File: config.mk
export PLATFORM = sky130hd
export DESIGN_NAME = mem_arbiter
export DESIGN_NICKNAME = d
export VERILOG_FILES = /design/src/rtl/mem_arbiter.sv
export SDC_FILE = /design/constraint.sdc
export NUM_CORES = 1
export LEC_CHECK = 0
export BUFFER_PORTS_ARGS = -buffer_cell sky130_fd_sc_hd__clkbuf_2
export CAP_MARGIN = 40
export CORE_MARGIN = 8
export CORE_UTILIZATION = 40
export DETAILED_ROUTE_END_ITERATION = 8
export GPL_ROUTABILITY_DRIVEN = 0
export PLACE_DENSITY = 0.81
export SYNTH_ARGS = -nofsm -noshare
export SYNTH_HDL_FRONTEND = slang
export SYNTH_SLANG_ARGS = --single-unit
File: constraint.sdc
create_clock -name clk -period 1.6 [get_ports clk]
set_input_delay 0.32 -clock clk [delete_from_list [all_inputs] [get_ports clk]]
set_output_delay 0.32 -clock clk [all_outputs]
set_load 0.02 [all_outputs]
File: src/rtl/mem_arbiter.sv
// Two-port round-robin arbiter in front of a single-ported 32-bit memory.
// Each access runs IDLE -> ACCESS -> WAIT -> DONE; out-of-range addresses
// skip straight from IDLE to DONE with an error and never touch memory.
module mem_arbiter #(
  parameter int MEM_WORDS = 2048
) (
  input  logic        clk,
  input  logic        rst_n,

  input  logic        p0_req,
  input  logic        p0_we,
  input  logic [31:0] p0_addr,
  input  logic [31:0] p0_wdata,
  output logic        p0_gnt,
  output logic        p0_done,
  output logic        p0_err,
  output logic [31:0] p0_rdata,

  input  logic        p1_req,
  input  logic        p1_we,
  input  logic [31:0] p1_addr,
  input  logic [31:0] p1_wdata,
  output logic        p1_gnt,
  output logic        p1_done,
  output logic        p1_err,
  output logic [31:0] p1_rdata,

  output logic        mem_rd,
  output logic        mem_wn,
  output logic [31:0] mem_addr,
  output logic [31:0] mem_wdata,
  input  logic [31:0] mem_rdata
);

  typedef enum logic [1:0] {
    S_IDLE,
    S_ACCESS,
    S_WAIT,
    S_DONE
  } state_t;

  // Full 32-bit unsigned limit so huge addresses cannot alias into range.
  localparam logic [31:0] MEM_LIMIT = 32'(MEM_WORDS);

  state_t      state;
  logic        last;       // port served most recently
  logic        owner;      // port owning the current transaction
  logic        err_flag;
  logic        lat_we;
  logic [31:0] lat_addr;
  logic [31:0] lat_wdata;

  logic        win;
  logic        win_we;
  logic [31:0] win_addr;
  logic [31:0] win_wdata;
  logic        in_access;
  logic        in_done;

  // Round-robin winner: on a tie the port not served last takes the bus.
  // NOTE: every signal assigned in always_comb gets a default first, so no
  // path can leave it unassigned and infer a latch.
  always_comb begin
    win = 1'b0;
    if (p0_req && p1_req) begin
      win = ~last;
    end else if (p1_req) begin
      win = 1'b1;
    end
  end

  assign win_we    = win ? p1_we    : p0_we;
  assign win_addr  = win ? p1_addr  : p0_addr;
  assign win_wdata = win ? p1_wdata : p0_wdata;

  // Sequencer: latch the winner's operands, step through the access phases
  // and capture read data for the owner on the edge closing WAIT.
  // NOTE: sequential state uses non-blocking assignments so every register
  // samples pre-edge values, independent of statement order.
  always_ff @(posedge clk) begin
    if (!rst_n) begin
      state     <= S_IDLE;
      last      <= 1'b1;
      owner     <= 1'b0;
      err_flag  <= 1'b0;
      lat_we    <= 1'b0;
      lat_addr  <= '0;
      lat_wdata <= '0;
      p0_rdata  <= '0;
      p1_rdata  <= '0;
    end else begin
      case (state)
        S_IDLE: begin
          if (p0_req || p1_req) begin
            owner     <= win;
            last      <= win;
            lat_we    <= win_we;
            lat_addr  <= win_addr;
            lat_wdata <= win_wdata;
            if (win_addr >= MEM_LIMIT) begin
              err_flag <= 1'b1;
              state    <= S_DONE;
            end else begin
              err_flag <= 1'b0;
              state    <= S_ACCESS;
            end
          end
        end
        S_ACCESS: begin
          state <= S_WAIT;
        end
        S_WAIT: begin
          if (!lat_we) begin
            if (owner) p1_rdata <= mem_rdata;
            else       p0_rdata <= mem_rdata;
          end
          state <= S_DONE;
        end
        S_DONE: begin
          err_flag <= 1'b0;
          state    <= S_IDLE;
        end
        default: state <= S_IDLE;
      endcase
    end
  end

  // Outputs decode the registered state only; the bus is quiet outside ACCESS.
  assign in_access = (state == S_ACCESS);
  assign in_done   = (state == S_DONE);

  assign mem_rd    = in_access & ~lat_we;
  assign mem_wn    = in_access &  lat_we;
  assign mem_addr  = in_access ? lat_addr  : '0;
  assign mem_wdata = in_access ? lat_wdata : '0;

  assign p0_gnt    = in_access & ~owner;
  assign p1_gnt    = in_access &  owner;
  assign p0_done   = in_done   & ~owner;
  assign p1_done   = in_done   &  owner;
  assign p0_err    = p0_done   &  err_flag;
  assign p1_err    = p1_done   &  err_flag;

endmodule

==> flow_summary.toml <==
[sta]
rsz0062_at_grt = "yes"
fin_ws_ps = -255
hold_viol_final = 0
period_share_pct = 116
clock_skew_ps = 9.27
hold_ws_ps = 148
finalMaxSlewViolations = 0
finalSetupViolCount = 92
tightest_slew_ps = 450
min_period_ps = 1850
fmax_mhz = 539
relSlewSlack_pct = 69.7

[placed_design]
dp_hpwl_um = 15300
post_dp_cell_area_um2 = 8160
port_buffers = 301

[finish]
nets = 1182
seqCellArea_um2 = 2690
num_antenna_cells = 0
multi_input_area_um2 = 3470
fin_area_um2 = 9540
fillerInstances = 1201
syn_to_final_growth_pct = 53.0
drive_above_1_share_pct = 43.3

[grt]
antenna_found_initial = 0
grt_overflow_total = 0
grt_pass1_vias = 6325
grt_pass1_wl_um = 31900
grt_start_max_net_pins = 62
grt_usage_pct = 20.2

[critical_path]
ff2ff_setup_slack_ps = -60
r2r_end = "p0_rdata[23]$_SDFFE_PN0P_"
worstSetupPathType = "reg -> out"
startpoint_type = "flip-flop"
crit_required_ps = 1280
cp_max_fo = 16
reg2reg_depth = 6
reg2reg_from = "state[0]$_SDFFE_PN0P_"
cp-end-kind = "output pin"
arrival_ps = 1530

[cts]
numCtsBuffers = 17
ctsHoldBuffers = 0
cts.clk_slew.worst_paths_ps = 60
htreeDepth = 4
clock_sinks = 134
cts-root-buf = "clkbuf_16"
cts_tree = "yes"
clock_latency_ps = 410
clock_path_buffers = 2

[route]
routedWlPerCell_um = 18.6
ant_nets = 0
drcViolationCount = 0
vias = 6275
firstDrtPassIters = 5
drt_iter0_markers = 252
vias_per_cell = 5.18
drt_wl_total_um = 22500

[outcome]
violations = "negative setup slack"
outcome = "finished with violations"

[min_path]
min_path_cells = 3
min_from = "mem_rdata[2]"
hold_path_end = "p0_rdata[2]$_SDFFE_PN0P_"
hold_class = "in -> reg"

[synthesis]
synth_edf_count = 0
synth-seq-area-share_pct = 43.0
avgSynthCellArea_um2 = 8.89
ys_ff_latch = 134
synth_area_um2 = 6230
async_flop_share_pct = 0
syn_inst = 701
synth.distinct_cells = 32
yosysWarnings = 0
ys.flop_type = "dfxtp_1"
synth_nets = 872

[power]
power_density_nw_per_um2 = 1340
p_leak_nw = 4.90
irDropWorstVdd_mv = 0.947
p_total_w = 0.0128

[die]
die_w_um = 141
die_area_um2 = 19800
rows = 45
ioPinCount = 302
start_util_pct = 41.0
core_area_um2 = 15200
fp.dieH_um = 141

[job]
maxCapViolCount = 0
## worst max-delay path, cell delays in order, from the launching register on
cell and delay (ps):
dfxtp_2 330, inv_2 80, ha_4 230, buf_8 170, and2_1 160, buf_4 160
## metrics by stage
| stage | TNS [ps] | util [%] | std cells | setup WS, ps |
|---|---|---|---|---|
| finish | -15880 | 62.7 | 1212 | -255 |
| global route | -25820 | 62.7 | 1212 | -325 |
| CTS | -16500 | 59.9 | 1201 | -259 |
| detailed placement | -799 | 53.7 | 1165 | -191 |
| global placement | -506 | 53.7 | 1165 | -186 |
| floorplan | -463 | - | 701 | -19.1 |
## logic make-up after synthesis
kind of cell / share of synthesized area, %
adders and majority gates: 1.00
buffers and inverters: 4.48
AOI/OAI and AO/OA: 19.6
muxes: 10.4
and+or+nand+nor: 21.4
DFF: 43.0
## synth_stat cells, types with 2 or more instances
cell type,n,area (µm²)
and3_1,2,12.5
ha_1,5,62.6
nor4_1,7,43.8
dfxtp_1,134,2680
nor2b_1,4,25.0
o21ai_0,5,25.0
o211a_1,66,661
nand2_1,197,739
nor2_1,3,11.3
buf_6,2,22.5
buf_2,19,95.1
mux2i_1,65,651
nor3_1,3,15.0
a21boi_1,9,67.6
a21boi_0,57,428
and2_1,68,425
inv_1,3,11.3
clkbuf_1,38,143
## how the worst max path moves through the flow
stage,cells past startpoint,startpoint,to,slack [ps]
6_report,5,state[1]$_SDFFE_PN0P_,mem_addr[26],-250
5_1_grt,5,state[1]$_SDFFE_PN0P_,mem_addr[16],-320
4_1_cts,5,state[1]$_SDFFE_PN0P_,mem_wdata[8],-260
3_5_place_dp,7,p0_addr[14],err_flag$_SDFFE_PN0P_,-190
3_3_place_gp,7,p0_addr[14],err_flag$_SDFFE_PN0P_,-190
2_1_floorplan,7,state[0]$_SDFFE_PN0P_,p0_rdata[0]$_SDFFE_PN0P_,-20
## area by class of cell
cell class / count / share of cell area, %
tap: 188 / 2.47
sequential: 134 / 28.2
clock inverter: 13 / 1.15
multi-input combinational: 504 / 36.4
timing repair buffer: 351 / 27.2
inverter: 3 / 0.118
clock buffer: 19 / 4.54
## registers in the layout, summed over array words and instances (netlist names)
name / flops
last: 1
p1_rdata: 32
lat_wdata: 32
state: 2
p0_rdata: 32
err_flag: 1
owner: 1
lat_we: 1
lat_addr: 32
## report_power, final
| group | switching [W] | internal [W] |
|---|---|---|
| Combinational | 0.00249 | 0.00233 |
| Sequential | 0.000362 | 0.00400 |
| Clock | 0.00147 | 0.00213 |
| Total | 0.00433 | 0.00845 |
## per-layer routing
metal  up-vias  global-route usage [%]  routed length (µm)
met5         -                       0                   0
met4         0                    4.86                 402
met3        27                    9.05                2170
met2       275                    35.3               11100
met1      2955                    21.9                8790
li1       3018                       -                   -
## layout by cell type, fill, tap and decap left out, drive strengths merged
cell type and n:
clkinv 10, or3b 1, or4 1, a41oi 1
nor3b 1, bufinv 1, o211a 66, and3b 1
nand2 197, nor3 3, and2 68, a21oi 1
inv 3, a41o 1, clkbuf 278, dfxtp 134
nor2b 4, nand3 1, nor4 8, a22oi 1
o21ai 5, o2111a 1, a21boi 66, and3 2
mux2i 65, nor2 3, ha 5, buf 91
bufbuf 1, nand4 1, nand3b 1, clkinvlp 2
## timing repair
item	CTS	global route
endpoints found under the setup margin	90	180
pin swaps	2	4
buffers inserted	3	6
gates cloned	2	6
gates resized for setup	87	137
(Power assumes the default switching activity.)
